<file path="src/rtl/control_sequencer.sv">
// Hardwired Mini SRC control unit: fetch T0-T2, per-opcode execute T3-T7, HALT.
// Optional memory handshake (mem_rdy) is enabled by defining CU_MEM_WAIT_EN.
module control_sequencer #(
   parameter logic [4:0] ADD_OP = 5'b00011
) (
   input  logic        clk,
   input  logic        clr,
   input  logic [31:0] IR_Data,
   input  logic        CON_out,
`ifdef CU_MEM_WAIT_EN
   input  logic        mem_rdy,
`endif
   output logic        PC_in, IR_in, Y_in, Z_in, HI_in, LO_in, MAR_in, MDR_in,
   output logic        OutPort_in, IncPC, CON_in,
   output logic        PC_out, Zhigh_out, Zlow_out, HI_out, LO_out, MDR_out,
   output logic        InPort_out, C_out, BAout,
   output logic        Read, Write,
   output logic        Gra, Grb, Grc, Rin, Rout,
   output logic [15:0] RX_in_man,
   output logic [4:0]  alu_instruction_bits,
   output logic        run
);

   typedef enum logic [3:0] {
      S_RST, S_T0, S_T1, S_T2, S_T3, S_T4, S_T5, S_T6, S_T7, S_HALT
   } state_t;

   localparam logic [4:0] OP_LD = 5'd0,  OP_LDI = 5'd1,  OP_ST = 5'd2,
                          OP_ADD = 5'd3, OP_SHL = 5'd11, OP_ADDI = 5'd12,
                          OP_ORI = 5'd14, OP_MUL = 5'd15, OP_DIV = 5'd16,
                          OP_NEG = 5'd17, OP_NOT = 5'd18, OP_BR = 5'd19,
                          OP_JR = 5'd20, OP_JAL = 5'd21, OP_IN = 5'd22,
                          OP_OUT = 5'd23, OP_MFHI = 5'd24, OP_MFLO = 5'd25,
                          OP_HALT = 5'd27;

   state_t     state_q, state_d;
   logic [4:0] op;
   logic       is_alu, is_imm, is_un, is_md, is_mem;
   logic [3:0] last_st;
   logic       hold;
   logic       unused_ir;

   assign op        = IR_Data[31:27];
   assign unused_ir = ^IR_Data[26:0];
   assign is_alu    = (op >= OP_ADD)  && (op <= OP_SHL);
   assign is_imm    = (op >= OP_ADDI) && (op <= OP_ORI);
   assign is_un     = (op == OP_NEG)  || (op == OP_NOT);
   assign is_md     = (op == OP_MUL)  || (op == OP_DIV);
   assign is_mem    = (op == OP_LD)   || (op == OP_LDI) || (op == OP_ST);

`ifdef CU_MEM_WAIT_EN
   assign hold = !mem_rdy && ((state_q == S_T1) ||
                 (state_q == S_T6 && op == OP_LD) || (state_q == S_T7 && op == OP_ST));
`else
   assign hold = 1'b0;
`endif

   // Final execute state of each instruction; everything not listed ends at T3.
   always_comb begin
      last_st = S_T3;
      if (is_alu || is_imm || op == OP_LDI)  last_st = S_T5;
      else if (is_un || op == OP_JAL)        last_st = S_T4;
      else if (is_md || op == OP_BR)         last_st = S_T6;
      else if (op == OP_LD || op == OP_ST)   last_st = S_T7;
   end

   always_ff @(posedge clk or negedge clr) begin
      if (!clr) state_q <= S_RST;
      else      state_q <= state_d;
   end

   always_comb begin
      state_d = state_q;
      case (state_q)
         S_RST:  state_d = S_T0;
         S_T0:   state_d = S_T1;
         S_T1:   if (!hold) state_d = S_T2;
         S_T2:   state_d = S_T3;
         S_T3, S_T4, S_T5, S_T6, S_T7: begin
            if (hold)                                  state_d = state_q;
            else if (state_q == S_T3 && op == OP_HALT) state_d = S_HALT;
            else if (state_q == last_st)               state_d = S_T0;
            else                                       state_d = state_t'(state_q + 4'd1);
         end
         S_HALT: state_d = S_HALT;
         default: state_d = S_RST;
      endcase
   end

   always_comb begin
      {PC_in, IR_in, Y_in, Z_in, HI_in, LO_in, MAR_in, MDR_in, OutPort_in, IncPC, CON_in} = '0;
      {PC_out, Zhigh_out, Zlow_out, HI_out, LO_out, MDR_out, InPort_out, C_out, BAout} = '0;
      {Read, Write, Gra, Grb, Grc, Rin, Rout} = '0;
      RX_in_man            = '0;
      alu_instruction_bits = '0;
      run                  = (state_q != S_RST) && (state_q != S_HALT);
      case (state_q)
         S_T0: begin PC_out = 1'b1; MAR_in = 1'b1; IncPC = 1'b1; Z_in = 1'b1; end
         S_T1: begin Zlow_out = 1'b1; PC_in = 1'b1; Read = 1'b1; MDR_in = 1'b1; end
         S_T2: begin MDR_out = 1'b1; IR_in = 1'b1; end
         S_T3: begin
            if (is_alu || is_imm)   begin Grb = 1'b1; Rout = 1'b1; Y_in = 1'b1; end
            else if (is_un)         begin Grb = 1'b1; Rout = 1'b1; Z_in = 1'b1; alu_instruction_bits = op; end
            else if (is_md)         begin Gra = 1'b1; Rout = 1'b1; Y_in = 1'b1; end
            else if (is_mem)        begin Grb = 1'b1; BAout = 1'b1; Y_in = 1'b1; end
            else if (op == OP_BR)   begin Gra = 1'b1; Rout = 1'b1; CON_in = 1'b1; end
            else if (op == OP_JR)   begin Gra = 1'b1; Rout = 1'b1; PC_in = 1'b1; end
            else if (op == OP_JAL)  begin PC_out = 1'b1; RX_in_man = 16'h8000; end
            else if (op == OP_IN)   begin InPort_out = 1'b1; Gra = 1'b1; Rin = 1'b1; end
            else if (op == OP_OUT)  begin Gra = 1'b1; Rout = 1'b1; OutPort_in = 1'b1; end
            else if (op == OP_MFHI) begin HI_out = 1'b1; Gra = 1'b1; Rin = 1'b1; end
            else if (op == OP_MFLO) begin LO_out = 1'b1; Gra = 1'b1; Rin = 1'b1; end
         end
         S_T4: begin
            if (is_alu)            begin Grc = 1'b1; Rout = 1'b1; Z_in = 1'b1; alu_instruction_bits = op; end
            else if (is_imm)       begin C_out = 1'b1; Z_in = 1'b1; alu_instruction_bits = op; end
            else if (is_un)        begin Zlow_out = 1'b1; Gra = 1'b1; Rin = 1'b1; end
            else if (is_md)        begin Grb = 1'b1; Rout = 1'b1; Z_in = 1'b1; alu_instruction_bits = op; end
            else if (is_mem)       begin C_out = 1'b1; Z_in = 1'b1; alu_instruction_bits = ADD_OP; end
            else if (op == OP_BR)  begin PC_out = 1'b1; Y_in = 1'b1; end
            else if (op == OP_JAL) begin Gra = 1'b1; Rout = 1'b1; PC_in = 1'b1; end
         end
         S_T5: begin
            if (is_alu || is_imm || op == OP_LDI)  begin Zlow_out = 1'b1; Gra = 1'b1; Rin = 1'b1; end
            else if (is_md)                        begin Zlow_out = 1'b1; LO_in = 1'b1; end
            else if (op == OP_LD || op == OP_ST)   begin Zlow_out = 1'b1; MAR_in = 1'b1; end
            else if (op == OP_BR)                  begin C_out = 1'b1; Z_in = 1'b1; alu_instruction_bits = ADD_OP; end
         end
         S_T6: begin
            if (is_md)             begin Zhigh_out = 1'b1; HI_in = 1'b1; end
            else if (op == OP_LD)  begin Read = 1'b1; MDR_in = 1'b1; end
            else if (op == OP_ST)  begin Gra = 1'b1; Rout = 1'b1; MDR_in = 1'b1; end
            else if (op == OP_BR)  begin Zlow_out = 1'b1; PC_in = CON_out; end
         end
         S_T7: begin
            if (op == OP_LD)       begin MDR_out = 1'b1; Gra = 1'b1; Rin = 1'b1; end
            else if (op == OP_ST)  Write = 1'b1;
         end
         default: ;
      endcase
   end

endmodule

</file>
<file path="config.mk">
export PLATFORM = sky130hd
export DESIGN_NAME = control_sequencer
export DESIGN_NICKNAME = d
export VERILOG_FILES = /design/src/rtl/control_sequencer.sv
export SDC_FILE = /design/constraint.sdc
export NUM_CORES = 1
export LEC_CHECK = 0
export CAP_MARGIN = 20
export CORE_ASPECT_RATIO = 2
export CORE_MARGIN = 4
export CORE_UTILIZATION = 35
export DETAILED_ROUTE_END_ITERATION = 16
export PLACE_DENSITY = 0.88
export SYNTH_ARGS = -nofsm -noshare
export SYNTH_HDL_FRONTEND = slang
export SYNTH_SLANG_ARGS = --single-unit
export TNS_END_PERCENT = 1
</file>
<file path="constraint.sdc">
create_clock -name clk -period 4.9 [get_ports clk]
set_input_delay 0.735 -clock clk [delete_from_list [all_inputs] [get_ports clk]]
set_output_delay 0.735 -clock clk [all_outputs]
set_load 0.02 [all_outputs]
</file>
# After elaboration in Yosys (flattened, before gate mapping)
# Cells that the tools add are included.
[word_totals]
reg_bits = 4
output_inout_bits = 49
in_bits = 35
wordCells = 243
[op_classes]
n_reduce_logical = 17
magnitude_cmp = 4
add_sub_neg = 1
mux = 195
eq_ne = 25
[op_table]
columns = ["cell", "count"]
rows = [
  ["1-bit two-way mux", 154],
  ["16-bit two-way mux", 8],
  ["5-bit == test, second input constant", 11],
  ["5-bit two-way mux", 6],
  ["4-bit two-way mux", 6],
  ["4-bit case mux with 6 select lines", 1],
  ["4-bit by 3-bit == test with 1-bit output, second input constant", 4],
  ["1-bit case mux with 4 select lines", 4],
  ["5-bit case mux with 3 select lines", 1],
  ["1-bit case mux with 2 select lines", 7],
  ["5-bit by 4-bit less-or-equal comparator with 1-bit output, second input constant", 2],
  ["2-bit two-way mux", 5],
  ["1-bit logical OR", 9],
  ["4-bit by 2-bit == test with 1-bit output, second input constant", 2],
  ["4-bit == test, second input constant", 2],
  ["1-bit case mux with 3 select lines", 2],
  ["5-bit by 1-bit == test with 1-bit output, second input constant", 1],
  ["5-bit by 2-bit == test with 1-bit output, second input constant", 1],
  ["5-bit by 4-bit == test with 1-bit output, second input constant", 1],
  ["5-bit by 2-bit greater-or-equal comparator with 1-bit output, second input constant", 1],
  ["5-bit by 4-bit greater-or-equal comparator with 1-bit output, second input constant", 1],
  ["5-bit zero test", 1],
  ["1-bit case mux with 5 select lines", 1],
  ["5-bit OR reduction", 1],
  ["other kinds (7)", 10],
]

# Depth between registers and ports, before layout
# Gate-level depths: netlist of the first run.
[logic_depth]
word_depth = 13
ltp_mapped = 7
ltp_nobuf = 7

# Worst setup path before layout of the first run
# OpenSTA, ideal clock, no wires.
[synth_timing]
kind = "input -> output"
from = "in IR_Data[27]"
to = "out alu_instruction_bits[0]"
t_arrival_ns = 2.109
required_ns = 4.165
n_path_buf = 2
setup_slack_ns = 2.056
stages = 7
path_cell_list = "buf_4 clkbuf_1 nor4_1 nor2_1 nor3_1 nor2_1 o21ai_0"
[synth_via]
elab_chain_len = 9
elab_cells_between_ends = 33
classes_between = "order compare: 4; eq/ne: 7; mux: 12; reduce/logical: 10"
[synth_rtl]
columns = ["item", "line_no", "text"]
rows = [
  ["start: declaration", "8", "input logic [31:0] IR_Data,"],
  ["5-bit by 1-bit == test with 1-bit output / 5-bit zero test (equally long branches)", "49, 124, 126", ""],
  ["1-bit logical OR (2 in a row)", "49", "assign is_mem = (op == OP_LD) || (op == OP_LDI) || (op == OP_ST);"],
  ["2-bit two-way mux", "119", "else if (is_mem) begin C_out = 1'b1; Z_in = 1'b1; alu_instruction_bits = ADD_OP; end"],
  ["5-bit two-way mux", "118", "else if (is_md) begin Grb = 1'b1; Rout = 1'b1; Z_in = 1'b1; alu_instruction_bits = op; end"],
  ["5-bit two-way mux", "117", "else if (is_un) begin Zlow_out = 1'b1; Gra = 1'b1; Rin = 1'b1; end"],
  ["5-bit two-way mux", "116", "else if (is_imm) begin C_out = 1'b1; Z_in = 1'b1; alu_instruction_bits = op; end"],
  ["5-bit two-way mux", "115", "if (is_alu) begin Grc = 1'b1; Rout = 1'b1; Z_in = 1'b1; alu_instruction_bits = op; end"],
  ["5-bit case mux with 3 select lines (*)", "97", "case (state_q)"],
  ["end: declaration", "20", "output logic [4:0] alu_instruction_bits,"],
]
# Every way passes the cells marked *; elsewhere a longest branch is shown, timed or not.

# Final worst setup path of the first run
[layout_timing]
from = "in IR_Data[27]"
to = "out Gra"
[layout_via]
elab_chain_len = 13
elab_cells_between_ends = 50
classes_between = "order compare: 4; eq/ne: 13; mux: 24; reduce/logical: 9"
[layout_rtl]
columns = ["item", "line_no", "text"]
rows = [
  ["5-bit == test", "112", "else if (op == OP_MFLO) begin LO_out = 1'b1; Gra = 1'b1; Rin = 1'b1; end"],
  ["1-bit two-way mux", "112", ""],
  ["1-bit two-way mux", "111", "else if (op == OP_MFHI) begin HI_out = 1'b1; Gra = 1'b1; Rin = 1'b1; end"],
  ["1-bit two-way mux", "110", "else if (op == OP_OUT) begin Gra = 1'b1; Rout = 1'b1; OutPort_in = 1'b1; end"],
  ["1-bit two-way mux", "109", "else if (op == OP_IN) begin InPort_out = 1'b1; Gra = 1'b1; Rin = 1'b1; end"],
  ["1-bit two-way mux", "108", "else if (op == OP_JAL) begin PC_out = 1'b1; RX_in_man = 16'h8000; end"],
  ["1-bit two-way mux", "107", "else if (op == OP_JR) begin Gra = 1'b1; Rout = 1'b1; PC_in = 1'b1; end"],
  ["1-bit two-way mux", "106", "else if (op == OP_BR) begin Gra = 1'b1; Rout = 1'b1; CON_in = 1'b1; end"],
  ["1-bit two-way mux", "105", "else if (is_mem) begin Grb = 1'b1; BAout = 1'b1; Y_in = 1'b1; end"],
  ["1-bit two-way mux", "104", "else if (is_md) begin Gra = 1'b1; Rout = 1'b1; Y_in = 1'b1; end"],
  ["1-bit two-way mux", "103", "else if (is_un) begin Grb = 1'b1; Rout = 1'b1; Z_in = 1'b1; alu_instruction_bits = op; end"],
  ["1-bit two-way mux", "102", "if (is_alu || is_imm) begin Grb = 1'b1; Rout = 1'b1; Y_in = 1'b1; end"],
  ["1-bit case mux with 5 select lines (*)", "97", ""],
  ["end: declaration", "18", "output logic Gra, Grb, Grc, Rin, Rout,"],
]
# Marked as above.

==> flow_metrics.tcl, run 1 <==
set metrics [dict create \
    outcome "complete, no violations" \
    yosys_most_used_dff "dfrtp_1" \
    die_y_microns 90.7 \
    start_kind "primary input" \
    synthTopCellsByArea "buf_4, dfrtp_1, nor2_1" \
    path_max_fanout 20 \
    final-hold-violation-count 0 \
    post_cts_buffers 0 \
    die_area_sq_um 4470 \
    vias 1535 \
    route.met2.wl_microns 2340 \
    drv_slew 0 \
    clock_path_buffers 2 \
    yosysTopAreaCell "buf_4" \
    wl_met3_microns 304 \
    cp_top_family "buffers and inverters" \
    hold_ws_ps 687 \
    reg2reg_from "state_q[0]$_DFF_PN0_" \
    setup-tns-final_ps 0 \
    ctsHoldBuffers 0 \
    crit_top_cell "clkdlybuf4s50_1" \
    layout_setup_ws_ps 748 \
    syn_area_sq_um 1200 \
    regMostFlops "state_q" \
    grt_max_degree 21 \
    htreeDepth 1 \
    cts_made_buffers 3 \
    async_flop_share 1.00 \
    start_util 0.370 \
    yosys_warnings 0 \
    startpoint "IR_Data[27]" \
    synth_compound_area_frac 0.297 \
    cts_sinks 4 \
    rows 29 \
    grt_util_all_layers 0.202 \
    vdd_drop_max_uv 363 \
    synth-edff-count 0 \
    antennaDiodeCount 0 \
    port_buffers 41 \
    seqCellArea_sq_um 100 \
    grt_pass1_vias 1553 \
    synth_top_family_by_area "simple AND/OR/NAND/NOR gates" \
    ys_seq_elements 4 \
    hp-class "reg -> reg" \
    seq_area_frac_synth 0.0837 \
    clk_latency_ps 210 \
    fmax_ghz 0.241 \
    dr.pass1.iters 4 \
    worst-path-buf-inv 2 \
    slowest_delay_ps 930 \
    fin_skew_ps 0.432 \
    reg_top3 "state_q (4)" \
    routed_wl_microns 4330 \
    synthCells 190 \
    maxCapViolCount 0 \
    fillers 312 \
    power_density_nw_per_um2 382 \
    grt-ovfl-total 0 \
    cts_tree "yes" \
    crit_arrival_ps 3420 \
    coreArea_sq_um 3230 \
    place_inst 250 \
    worstPathCellList "clkdlybuf4s50_1, nand2b_1, nor2_1, o2111ai_1, o21ai_0, or3b_2, clkdlybuf4s50_1" \
    synthAdderAreaFrac 0.0418 \
    antenna_found_initial 0 \
    drtIter0Drc 76 \
    synth_top_cells_by_count "nor2_1, buf_4, o21ai_0" \
    rsz0062_at_grt "false" \
    detail_route.wl_per_cell_microns 17.1 \
    setup_viol 0 \
    top_layer "met4" \
    min_from "state_q[2]$_DFF_PN0_" \
    slew_headroom 0.525 \
    post-route-drc-count 0 \
    synth-xor-area-share 0 \
    crit_required_ps 4160 \
    synth_top_area_share 0.107 \
    largest_reg_flops 4 \
    m1WireLength_microns 1420 \
    ios 84 \
    drive_above_1_share 0.0811 \
    syn_avg_cell_area_sq_um 6.30 \
    area_growth_pct 31.5 \
    root_buffer "clkbuf_8" \
    hpwl_microns 3380 \
    fin_util 0.487 \
    ant_nets 0 \
    grt_pass1_wl_microns 7250 \
    path_clk_slew_ps 30 \
    timing.final.crit_share 0.847 \
    instances_no_fill 253 \
    synth.most_common_cell "nor2_1" \
    fp.dieW_microns 49.3 \
    muxShareOfSynthArea 0.0178 \
    end_kind "output pin" \
    tightest_slew_ps 710 \
    p_leak_nw 0.613 \
    ctsResizeCount 0 \
    nets 263 \
    multi_input_comb_area_sq_um 937 \
    slowest_stage "clkdlybuf4s50_1" \
    ys_types 47 \
    place_ws_ps 799 \
    synth_simple_gate_area_frac 0.380 \
    via_per_inst 6.07 \
    min_period_ps 4150 \
    place.gp.congestion 0.951 \
    crit_type "in -> out" \
]
==> routing by layer <==
layer | track usage | up-vias
met4 | 0.140 | 0
met2 | 0.364 | 98
met5 | 0 | -
met3 | 0.0314 | 27
met1 | 0.204 | 696
li1 | - | 714
==> where the power goes <==
group          switching (W)  internal, W  total [W]
clock              0.0000145    0.0000521  0.0000667
combinational       0.000277     0.000194   0.000471
sequential         0.0000164    0.0000467  0.0000630
==> layout by cell type (no fill, tap or decap), drive strengths merged, types with 2 or more instances in the layout <==
| cell type | count |
|---|---|
| conb | 15 |
| nor2b | 4 |
| nand3 | 11 |
| nor3 | 8 |
| clkdlybuf4s50 | 41 |
| nor2 | 23 |
| o22ai | 3 |
| buf | 2 |
| inv | 7 |
| and3 | 4 |
| dfrtp | 4 |
| nor4b | 2 |
| or3 | 4 |
| nand2 | 16 |
| a31o | 2 |
| a22oi | 2 |
| o211ai | 4 |
| o2111ai | 3 |
| o21ai | 18 |
| ha | 4 |
| or2 | 3 |
| o31ai | 2 |
| clkbuf | 3 |
| and2 | 5 |
| nand2b | 4 |
| a21oi | 14 |
==> final cells by class <==
| cell class | count | share of cell area |
|---|---|---|
| multi-input combinational | 164 | 0.596 |
| timing repair buffer | 43 | 0.270 |
| sequential | 4 | 0.0636 |
| clock buffer | 3 | 0.0263 |
| tap | 31 | 0.0247 |
| inverter | 8 | 0.0191 |
==> cells by family (layout without fill, tap and decap cells) <==
| logic type | count (synthesis) | after routing |
|---|---|---|
| simple gates | 88 | 88 |
| compound gates | 55 | 55 |
| buf+inv | 36 | 54 |
| fa+ha+maj | 4 | 4 |
| flops | 4 | 4 |
| mux | 2 | 2 |
| other cells | 1 | 15 |
==> worst reg2reg max path: cells and delay by family, from the launching register on <==
kind / cells / cell delay, ps
flip-flops: 1 / 410
AND/OR/NAND/NOR: 2 / 650
adder cells (fa/ha/maj): 1 / 310
buffers and inverters: 1 / 140
AO/OA/AOI/OAI: 2 / 290
==> final timing paths <==
path                                        end  slack (ps)  cells past startpoint
max                                         Gra         750                      7
min in group asynchronous  state_q[0]$_DFF_PN0_         730                      1
max reg2reg                state_q[0]$_DFF_PN0_        3020                      6
min                        state_q[2]$_DFF_PN0_         690                      2
max in group asynchronous  state_q[2]$_DFF_PN0_        4000                      1
min reg2reg                state_q[2]$_DFF_PN0_         690                      2
==> metrics by stage <==
step           cell area (sq um)  total power [W]
2_1_floorplan               1250         0.000359
3_3_place_gp                1530         0.000515
3_5_place_dp                1530         0.000524
4_1_cts                     1570         0.000599
5_1_grt                     1570         0.000645
6_report                    1570         0.000600
No activity file was read; power rests on OpenSTA's default activity.
==> run 2: changes to the inputs <==
- CORE_UTILIZATION: 35 -> 32
- PLACE_DENSITY: 0.88 -> 0.85
- clock period: 4.9 -> 3.6 ns (I/O delays scaled with it)
==> flow_metrics.tcl, run 2 (same netlist as run 1, synthesis figures left out) <==
set metrics [dict create \
    vdd_drop_max_uv 429 \
    p_leak_nw 0.674 \
    multi_input_comb_area_sq_um 945 \
    ios 84 \
    drtIter0Drc 72 \
    fp.dieW_microns 51.2 \
    grt_util_all_layers 0.189 \
    ant_nets 0 \
    grt_max_degree 17 \
    post_cts_buffers 0 \
    dr.pass1.iters 4 \
    final-hold-violation-count 0 \
    start_kind "primary input" \
    setup-tns-final_ps 0 \
    min_period_ps 3460 \
    fmax_ghz 0.289 \
    cts_made_buffers 3 \
    reg_top3 "state_q (4)" \
    vias 1526 \
    grt_pass1_vias 1514 \
    instances_no_fill 280 \
    timing.final.crit_share 0.961 \
    start_util 0.332 \
    crit_type "in -> out" \
    fillers 362 \
    hpwl_microns 3450 \
    power.total_w 0.000820 \
    outcome "complete, no violations" \
    end_kind "output pin" \
    area_growth_pct 39.9 \
    port_buffers 41 \
    drive_above_1_share 0.117 \
    grt_pass1_wl_microns 7090 \
    nets 272 \
    worst-path-buf-inv 3 \
    die_area_sq_um 4840 \
    coreArea_sq_um 3610 \
    power_density_nw_per_um2 490 \
    largest_reg_flops 4 \
    root_buffer "clkbuf_8" \
    routed_wl_microns 4290 \
    detail_route.wl_per_cell_microns 15.3 \
    path_clk_slew_ps 30 \
    antenna_found_initial 0 \
    crit_required_ps 3060 \
    post-route-drc-count 0 \
    grt-ovfl-total 0 \
    place.gp.congestion 0.944 \
    clk_latency_ps 210 \
    mostFrequentLayoutCell "clkdlybuf4s50_1" \
    fin_skew_ps 0.333 \
    rsz0062_at_grt "false" \
    hp-class "in -> async" \
    cp_top_family "buffers and inverters" \
    setup_viol 0 \
    place_inst 277 \
    crit_top_cell "clkdlybuf4s50_1" \
    slowest_stage "clkdlybuf4s50_1" \
    worstPathCellList "clkdlybuf4s50_1, clkinv_1, nand3_1, o21ai_0, nand2_1, or3b_2, clkdlybuf4s50_1" \
    rows 31 \
    slowest_delay_ps 590 \
    cts_sinks 4 \
    final_cell_mix "clkdlybuf4s50_1, nor2_1, o21ai_0" \
    path_max_fanout 10 \
    antennaDiodeCount 0 \
    regMostFlops "state_q" \
    die_y_microns 94.5 \
    seqCellArea_sq_um 100 \
    crit_arrival_ps 2920 \
    maxCapViolCount 0 \
    htreeDepth 1 \
    cts_tree "yes" \
    drv_slew 0 \
    clock_path_buffers 2 \
    via_per_inst 5.45 \
]
-- run 2: changes by cell type in the layout (fill, tap and decap cells not counted), sizes merged --
cell	change
buf	+9
clkdlybuf4s50	-1
dlymetal6s2s	+1
-- run 2: through the flow --
stage	setup slack [ps]	instance area (sq um)	hold slack, ps	utilization
global route	25.2	1670	525	0.464
CTS	189	1660	524	0.461
floorplan	1150	1250	244	-
finish	141	1670	528	0.464
detailed placement	189	1620	660	0.450
global placement	198	1620	642	0.450
-- run 2: path summary, 6_finish.rpt --
kind                            slack [ps]  cells past startpoint                   end                 start
min in group clk                       680                      2  state_q[2]$_DFF_PN0_  state_q[2]$_DFF_PN0_
worst max register to register        1660                      7  state_q[0]$_DFF_PN0_  state_q[0]$_DFF_PN0_
max in group asynchronous             2910                      1  state_q[1]$_DFF_PN0_                   clr
worst min-delay path                   530                      1  state_q[3]$_DFF_PN0_                   clr
worst max-delay path                   140                      7                   Gra           IR_Data[31]
worst min register to register         680                      2  state_q[2]$_DFF_PN0_  state_q[2]$_DFF_PN0_
-- run 2: worst register-to-register path, delay by kind of cell, from the launching register on --
kind | cells | cell delay [ps]
and+or+nand+nor | 2 | 530
DFF | 1 | 410
buffers and inverters | 2 | 350
adders and majority gates | 1 | 310
AOI/OAI and AO/OA | 2 | 270
-- run 2: repair_timing --
action / CTS / global route
resized for setup: 0 / 2
endpoints found under the setup margin: 0 / 2
hold buffers: 0 / 0
-- run 2: final cells by class --
| cell class | count | area share |
|---|---|---|
| multi-input cells | 164 | 0.565 |
| inverters | 8 | 0.0180 |
| flip-flops and latches | 4 | 0.0598 |
| well taps | 49 | 0.0366 |
| clock buffers | 3 | 0.0247 |
| repair buffers | 52 | 0.296 |
-- run 2: power breakdown --
group	internal [W]	switching [W]	leakage (nW)
sequential	0.0000635	0.0000251	0.0512
clock	0.0000711	0.0000209	0.0216
combinational	0.000269	0.000370	0.602
total	0.000403	0.000416	0.674
-- run 2: layer usage --
| layer | vias up | track usage | wire length [microns] | share of wire |
|---|---|---|---|---|
| met5 | - | 0 | 0 | 0 |
| met4 | 0 | 0.101 | 205 | 0.048 |
| met3 | 23 | 0.0253 | 256 | 0.060 |
| met2 | 86 | 0.351 | 2380 | 0.55 |
| met1 | 687 | 0.198 | 1450 | 0.34 |
| li1 | 730 | - | - | - |
